[src/rtl/tcp_rx_seq_trimmer.sv]
// rtl/tcp_rx_seq_trimmer.sv - tags TCP payload bytes with seq numbers, trims out-of-window bytes, emits contiguous runs
module tcp_rx_seq_trimmer #(
  parameter int SEQ_BITS = 32,
  parameter int WINDOW   = 64,
  parameter int CNT_BITS = 16
) (
  input  logic                clk,
  input  logic                rst_n,
  input  logic                hdr_valid,
  input  logic [SEQ_BITS-1:0] hdr_seq,
  input  logic                hdr_syn,
  input  logic [CNT_BITS-1:0] hdr_len,
  output logic                hdr_ready,
  input  logic [7:0]          s_axis_tdata,
  input  logic                s_axis_tvalid,
  output logic                s_axis_tready,
  input  logic                s_axis_tlast,
  output logic [7:0]          m_axis_tdata,
  output logic                m_axis_tvalid,
  input  logic                m_axis_tready,
  output logic [SEQ_BITS-1:0] seq_start,
  output logic [SEQ_BITS-1:0] seq_base,
  output logic                base_valid,
  input  logic [SEQ_BITS-1:0] ack_in,
  output logic                len_err,
  output logic [CNT_BITS-1:0] drop_cnt
);

  typedef enum logic [1:0] {S_IDLE, S_BASE, S_SETTLE, S_XFER} state_t;

  localparam logic [SEQ_BITS-1:0] SEQ_ONE = 1;
  localparam logic [CNT_BITS-1:0] CNT_ONE = 1;
  localparam logic [SEQ_BITS-1:0] WIN_LIM = SEQ_BITS'(WINDOW);

  state_t              r_state;
  logic                r_synced;
  logic [SEQ_BITS-1:0] r_cur_seq;
  logic [SEQ_BITS-1:0] r_exp_seq;
  logic [SEQ_BITS-1:0] r_seq_start;
  logic [SEQ_BITS-1:0] r_seq_base;
  logic [CNT_BITS-1:0] r_rem;
  logic [CNT_BITS-1:0] r_drop_cnt;
  logic                r_base_valid;
  logic                r_len_err;

  logic [SEQ_BITS-1:0] w_off;
  logic [SEQ_BITS-1:0] w_syn_inc;
  logic                w_in_win;
  logic                w_restart_block;
  logic                w_keep;
  logic                w_xfer;
  logic                w_drop;
  logic                w_jump;
  logic                w_pass;
  logic                w_consume;
  logic                w_rem_last;
  logic                w_seg_end;

  // Distance ahead of the ack point; negative (MSB set) means already acked.
  assign w_off      = r_cur_seq - ack_in;
  assign w_in_win   = !w_off[SEQ_BITS-1] && (w_off < WIN_LIM);
  // Restarting a run at the current seq_start would not be seen as a new run downstream.
  assign w_restart_block = (r_cur_seq == r_seq_start) && (r_exp_seq != r_seq_start);
  assign w_keep     = r_synced && w_in_win && !w_restart_block;
  assign w_xfer     = (r_state == S_XFER);
  assign w_drop     = w_xfer && !w_keep;
  assign w_jump     = w_xfer && w_keep && (r_cur_seq != r_exp_seq);
  assign w_pass     = w_xfer && w_keep && (r_cur_seq == r_exp_seq);
  assign w_consume  = s_axis_tvalid && s_axis_tready;
  assign w_rem_last = (r_rem == CNT_ONE);
  assign w_seg_end  = w_consume && (s_axis_tlast || w_rem_last);
  assign w_syn_inc  = {{(SEQ_BITS-1){1'b0}}, hdr_syn};

  assign hdr_ready     = (r_state == S_IDLE);
  assign m_axis_tdata  = s_axis_tdata;
  assign m_axis_tvalid = w_pass && s_axis_tvalid;
  assign s_axis_tready = w_drop || (w_pass && m_axis_tready);
  assign seq_start     = r_seq_start;
  assign seq_base      = r_seq_base;
  assign base_valid    = r_base_valid;
  assign len_err       = r_len_err;
  assign drop_cnt      = r_drop_cnt;

  // Segment FSM: header capture, SYN anchoring, run restart settle and per-byte trimming.
  always_ff @(posedge clk or negedge rst_n) begin
    if (!rst_n) begin
      r_state      <= S_IDLE;
      r_synced     <= 1'b0;
      r_cur_seq    <= '0;
      r_exp_seq    <= '0;
      r_seq_start  <= '0;
      r_seq_base   <= '0;
      r_rem        <= '0;
      r_drop_cnt   <= '0;
      r_base_valid <= 1'b0;
      r_len_err    <= 1'b0;
    end else begin
      r_base_valid <= 1'b0;
      r_len_err    <= 1'b0;
      case (r_state)
        S_IDLE: begin
          if (hdr_valid) begin
            r_cur_seq <= hdr_seq + w_syn_inc;
            r_rem     <= hdr_len;
            if (hdr_syn) begin
              // Anchor registers load on entry so they are already valid during BASE.
              r_state      <= S_BASE;
              r_base_valid <= 1'b1;
              r_seq_base   <= hdr_seq + SEQ_ONE;
              r_seq_start  <= hdr_seq + SEQ_ONE;
              r_exp_seq    <= hdr_seq + SEQ_ONE;
              r_synced     <= 1'b1;
            end else if (hdr_len == '0) begin
              r_state <= S_IDLE;
            end else begin
              r_state <= S_XFER;
            end
          end
        end
        S_BASE: begin
          r_state <= S_SETTLE;
        end
        S_SETTLE: begin
          r_state <= (r_rem == '0) ? S_IDLE : S_XFER;
        end
        S_XFER: begin
          if (w_jump) begin
            r_seq_start <= r_cur_seq;
            r_exp_seq   <= r_cur_seq;
            r_state     <= S_SETTLE;
          end else if (w_consume) begin
            r_cur_seq <= r_cur_seq + SEQ_ONE;
            r_rem     <= r_rem - CNT_ONE;
            if (w_pass) begin
              r_exp_seq <= r_exp_seq + SEQ_ONE;
            end
            if (w_drop && (r_drop_cnt != '1)) begin
              r_drop_cnt <= r_drop_cnt + CNT_ONE;
            end
            if (w_seg_end) begin
              r_state   <= S_IDLE;
              r_len_err <= (s_axis_tlast != w_rem_last);
            end
          end
        end
        default: begin
          r_state <= S_IDLE;
        end
      endcase
    end
  end

endmodule

[config.mk]
export PLATFORM = sky130hd
export DESIGN_NAME = tcp_rx_seq_trimmer
export DESIGN_NICKNAME = d
export VERILOG_FILES = /design/src/rtl/tcp_rx_seq_trimmer.sv
export SDC_FILE = /design/constraint.sdc
export NUM_CORES = 1
export LEC_CHECK = 0
export BUFFER_PORTS_ARGS = -buffer_cell sky130_fd_sc_hd__buf_2
export CORE_ASPECT_RATIO = 0.9
export CORE_MARGIN = 5
export CORE_UTILIZATION = 50
export DETAILED_ROUTE_END_ITERATION = 8
export GPL_ROUTABILITY_DRIVEN = 0
export HOLD_SLACK_MARGIN = 0.03
export PLACE_DENSITY = 0.67
export SKIP_CTS_REPAIR_TIMING = 1
export SLEW_MARGIN = 20
export SYNTH_ARGS = -nofsm -noshare
export SYNTH_HDL_FRONTEND = slang
export SYNTH_SLANG_ARGS = --single-unit
[constraint.sdc]
create_clock -name clk -period 7.5 [get_ports clk]
set_input_delay 0.75 -clock clk [delete_from_list [all_inputs] [get_ports clk]]
set_output_delay 0.75 -clock clk [all_outputs]
set_load 0.005 [all_outputs]
Yosys cells after proc, flatten, opt, wreduce, memory -nomap -nowiden
Cells that the tools add are included.
{ "classes": {"addsub": 7, "n_lt_le_gt_ge": 1, "eq_ne": 18, "muxes": 31, "n_bitwise": 1, "n_reduce_logical": 28} }
{ "op_table": {"columns": ["cell", "count"], "rows": [
  ["$mux 32", 9],
  ["$pmux 32 s2", 3],
  ["$add 32x1->32 const B", 3],
  ["$eq 32x32->1", 2],
  ["$ne 32x32->1", 2],
  ["$mux 16", 3],
  ["$add 32x1->32", 1],
  ["$logic_not 16->1", 2],
  ["$lt 32x7->1 const B", 1],
  ["$pmux 16 s2", 1],
  ["$sub 32x32->32", 1],
  ["$add 16x1->16 const B", 1],
  ["$eq 16x1->1 const B", 1],
  ["$ne 16x16->1 const B", 1],
  ["$sub 16x1->16 const B", 1],
  ["$mux 2", 7],
  ["$logic_and 1x1->1", 13],
  ["$reduce_and 4->1", 3],
  ["$ne 3x1->1 const B", 3],
  ["$pmux 2 s4", 1],
  ["$mux 1", 7],
  ["$ne 2x2->1 const B", 3],
  ["$reduce_and 3->1", 2],
  ["$reduce_and 5->1", 1],
  ["other kinds (9)", 14]
]} }
{ "totals": {"regBits": 165, "input_bits": 95, "out_inout_bits": 93, "elab_cells": 96} }

Longest topological paths before layout
{ "logic_depth": {"ltp_word": 15, "ltp_mapped": 16} }

Worst setup path before layout
No wires, ideal clock.
{ "synth_timing": {"path_type": "input port to output port", "start": "in ack_in[7]", "end": "out m_axis_tvalid", "t_arrival_ns": 3.515, "required_time_ns": 6.750, "setup_slack_ns": 3.235, "path_stages": 12, "n_path_buf": 1, "cell_sequence": "inv_1 ha_1 buf_2 a21oi_2 o21ai_0 a221oi_4 a211oi_1 nor3_2 o2111ai_1 or3_4 nor4_4 and4_1"} }
{ "synth_via": {"elab_chain_cells": 8} }
{ "synth_lines": {"columns": ["element", "line_no", "text"], "rows": [
  ["start, declared", "24", "input logic [SEQ_BITS-1:0] ack_in,"],
  ["$sub 32x32->32 *", "60", "assign w_off = r_cur_seq - ack_in;"],
  ["$lt 32x7->1 or $logic_not 1->1 (tied branches)", "61", "assign w_in_win = !w_off[SEQ_BITS-1] && (w_off < WIN_LIM);"],
  ["$logic_and 1x1->1 *", "61", null],
  ["$logic_and 1x1->1 * (2 in a row)", "64", "assign w_keep = r_synced && w_in_win && !w_restart_block;"],
  ["$logic_and 1x1->1 * (2 in a row)", "68", "assign w_pass = w_xfer && w_keep && (r_cur_seq == r_exp_seq);"],
  ["$logic_and 1x1->1 *", "76", "assign m_axis_tvalid = w_pass && s_axis_tvalid;"],
  ["end, declared", "19", "output logic m_axis_tvalid,"]
]} }
Every way passes the cells marked *; elsewhere a longest branch is shown, timed or not.

Worst setup path after layout
{ "layout_timing": {"start": "reg r_cur_seq[11]", "end": "out m_axis_tvalid"} }
{ "layout_via": {"elab_chain_cells": 8} }
{ "layout_lines": {"columns": ["element", "line_no", "text"], "rows": [
  ["start, declared", "37", "logic [SEQ_BITS-1:0] r_cur_seq;"],
  ["start signal, assigned", "103", "r_cur_seq <= hdr_seq + w_syn_inc;"],
  ["start signal, assigned", "132", "r_cur_seq <= r_cur_seq + SEQ_ONE;"],
  ["$sub 32x32->32", "60", null],
  ["$lt 32x7->1 or $logic_not 1->1 (tied branches)", "61", null],
  ["$logic_and 1x1->1", "61", null],
  ["$logic_and 1x1->1 (2 in a row)", "64", null],
  ["$logic_and 1x1->1", "68", null],
  ["$logic_and 1x1->1 *", "68", null],
  ["$logic_and 1x1->1 *", "76", null]
]} }
Marks and branches as above.

==> results.py <==
metrics = {
    "synth": {
        "netlist_area_um2": 13700,
        "yosys_register_bits": 165,
        "synth_compound_area_share_pct": 22.5,
        "syn_nets": 1950,
        "yosysTopAreaCell": "dfrtp_1",
        "synth_top_flop_cell": "dfrtp_1",
        "postSynthAreaPerCell_um2": 7.56,
        "synth_top_area_share_pct": 30.2,
        "synthSimpleGateAreaFrac_pct": 22.8,
        "ys_top_cells_by_area": "dfrtp_1 30%, xnor2_1 6.6%, nand2_1 6.4%",
        "synth_top_family_by_area": "simple AND/OR/NAND/NOR gates",
        "synth_edf_count": 0,
        "async_flop_share_pct": 100,
        "ys_warn_count": 0,
        "synth_cell_types": 78,
        "yosysSeqAreaShare_pct": 30.2,
        "synthMuxAreaShare_pct": 1.54,
        "yosys.area_share.adder_pct": 3.93,
        "syn_inst": 1812,
        "synth_xor_xnor_area_share_pct": 12.0,
    },
    "finish": {
        "area_delta_synth_final_pct": 10.3,
        "antenna_cells": 0,
        "final_common_cell": "nand2_1",
        "drive_above_1_share_pct": 13.5,
        "layout.cells.non_filler": 2231,
        "final_cell_mix": "233 x nand2_1, 170 x buf_2, 168 x a21oi_1, 165 x dfrtp_1, 142 x nor2_1",
        "final_nets": 2002,
    },
    "timing": {
        "worst_slew_pin_slew_ns": 0.966,
        "finalHoldViolations": 0,
        "finalClockSkew_ns": 0.0241,
        "period_share_pct": 75.0,
        "hold_slack_ns": 0.207,
        "slew-limit-headroom_pct": 35.1,
        "drv_slew": 0,
        "setup-tns-final_ns": 0,
        "fin_crit_ns": 5.62,
        "setup_viol": 0,
        "rsz0062_at_grt": "no",
        "fmax_mhz": 178,
    },
    "critical_path": {
        "timing.rr.end": "drop_cnt[1]$_DFFE_PN0P_",
        "cp_max_fo": 10,
        "critPathKind": "reg2out",
        "cpMaxStageDelayCell": "nor4_4",
        "endpoint": "m_axis_tvalid",
        "critical_path_arrival_ns": 4.87,
        "start_kind": "flip-flop",
        "r2r_slack_ns": 2.41,
        "critPathCaptureType": "output pin",
        "reg2regPathDepth": 11,
        "timing.rr.start": "r_cur_seq[11]$_DFFE_PN0P_",
        "worstPathRequired_ns": 6.75,
        "worstSetupStartpoint": "r_cur_seq[11]$_DFFE_PN0P_",
        "path_cells": "ha_1, nand4_1, or3_1, nor2_1, a21oi_1, xor2_1, o2111ai_1, or3_4, nor4_4, and4_1, buf_2",
        "critPathMaxStageDelay_ns": 0.87,
    },
    "pwr": {
        "power_density_nw_per_um2": 453,
        "peakVddDrop_uv": 254,
        "leakagePower_nw": 6.40,
    },
    "die": {
        "initial_core_util_pct": 50.7,
        "dieArea_um2": 30800,
        "fp.dieH_um": 167,
        "ios": 188,
        "row_count": 57,
        "die-width_um": 184,
        "coreArea_um2": 27000,
    },
    "hold_path": {
        "worstHoldPathType": "in2async",
    },
    "place": {
        "dp_cells": 2198,
        "hpwl_um": 37600,
        "place.port_buffers": 171,
    },
    "global_routing": {
        "grt_use_total_pct": 31.3,
        "antenna_found_initial": 1,
        "grt_pass1_vias": 13195,
        "grt_overflow": 0,
        "grt_pass1_wl_um": 76300,
        "grt_max_degree": 94,
    },
    "status": {
        "status": "finished clean",
    },
    "route": {
        "wl_per_cell_um": 22.2,
        "drt_pass1_iterations": 6,
        "wl_um": 49500,
        "met1Wirelength_um": 21300,
        "highest-signal-layer": "met5",
        "wl_met2_um": 20700,
        "drtIter0Drc": 1936,
        "via_per_inst": 6.45,
        "dr_total_vias": 14391,
        "met3_length_um": 5790,
        "drc": 0,
        "ant_nets": 0,
    },
    "clock_tree": {
        "clk_pin_slew_ns": 0.08,
        "cts_tree": "done",
        "clock-root-buffer": "clkbuf_16",
        "cts-htree-levels": 4,
        "cts-buffers-inserted": 17,
        "clk_path_buf_depth": 2,
        "cts_sinks": 165,
        "worstSkewPairLatency_ns": 0.45,
    },
    "run": {
        "max_cap_violations": 0,
    },
}
==> logic make-up (layout without fill, tap and decap cells) <==
logic type / Yosys count / in the layout
AO/OA/AOI/OAI: 499 / 499
multiplexers: 20 / 20
flip-flops: 165 / 165
AND/OR/NAND/NOR: 659 / 659
XOR/XNOR: 187 / 187
buffers and inverters: 239 / 304
adder cells (fa/ha/maj): 43 / 43
==> cells in the mapped netlist, types with 4 or more instances <==
master / count
nand2_1: 233
a21oi_1: 168
dfrtp_1: 165
nor2_1: 142
o21ai_0: 123
clkbuf_1: 115
xnor2_1: 103
inv_1: 89
xor2_1: 84
nand3_1: 69
nand4_1: 60
ha_1: 43
nor3_1: 34
o22ai_1: 33
nor4_1: 29
or3_1: 22
o31ai_1: 20
a31oi_1: 19
o21a_1: 19
buf_2: 18
o211ai_1: 16
and3_1: 13
nand2b_1: 13
o32ai_1: 12
a211oi_1: 11
a21o_1: 11
mux2i_1: 11
and2_1: 10
buf_4: 10
o21bai_1: 9
mux2_2: 8
or2_2: 8
nor2b_1: 6
a221o_1: 4
a41oi_1: 4
and4_1: 4
buf_1: 4
o21ai_1: 4
==> where the power goes <==
group | internal [W] | total (W) | switching, W
logic | 0.00149 | 0.00380 | 0.00231
clock network | 0.000446 | 0.000903 | 0.000456
registers | 0.00130 | 0.00213 | 0.000830
total | 0.00324 | 0.00684 | 0.00360
==> worst max-delay path: cells and delay by family, from the launching register on <==
family / cells / cell delay (ns)
adder cells (fa/ha/maj): 1 / 0.64
XOR/XNOR: 1 / 0.24
buffers and inverters: 1 / 0.12
AND/OR/NAND/NOR: 6 / 2.51
AO/OA/AOI/OAI: 2 / 0.33
flip-flops: 1 / 0.58
==> layer usage <==
metal  global-route usage [%]  up-vias
met5                        0        -
met4                     10.1        2
li1                         -     6500
met1                     46.8     6852
met2                     45.3      910
met3                     6.48      127
==> worst min path at each step <==
stage,cells after the start,end,slack (ns),from
3_3_place_gp,2,seq_base[10]$_DFFE_PN0P_,0.46,seq_base[10]$_DFFE_PN0P_
2_1_floorplan,0,base_valid$_DFF_PN0_,0.45,rst_n
3_5_place_dp,2,seq_base[10]$_DFFE_PN0P_,0.46,seq_base[10]$_DFFE_PN0P_
5_1_grt,1,drop_cnt[8]$_DFFE_PN0P_,0.25,rst_n
4_1_cts,1,drop_cnt[8]$_DFFE_PN0P_,0.23,rst_n
6_report,1,drop_cnt[8]$_DFFE_PN0P_,0.21,rst_n
==> registers in the layout (all words and copies together) (netlist names) <==
name        cells
r_synced        1
r_cur_seq      32
drop_cnt       16
r_rem          16
r_state         2
seq_start      32
base_valid      1
len_err         1
seq_base       32
r_exp_seq      32
==> per-stage QoR <==
stage                     setup slack, ns  utilization, %  cell area (µm²)  power, W
after floorplan                      3.24               -            13700   0.00456
after global placement               2.32            53.6            14500   0.00570
after detailed placement             2.26            53.6            14500   0.00574
after CTS                            2.03            55.7            15100   0.00667
after global routing                 1.69            55.9            15100   0.00726
final                                1.88            55.9            15100   0.00684
==> layout make-up <==
cell class / count / area, µm²
sequential: 165 / 4130
clock buffer: 17 / 425
fill: 2593 / 11900
timing repair buffer: 182 / 965
clock inverter: 15 / 164
inverter: 90 / 338
tap: 354 / 443
multi-input combinational: 1408 / 8640
Note: power is estimated with default switching activity, not from simulation.
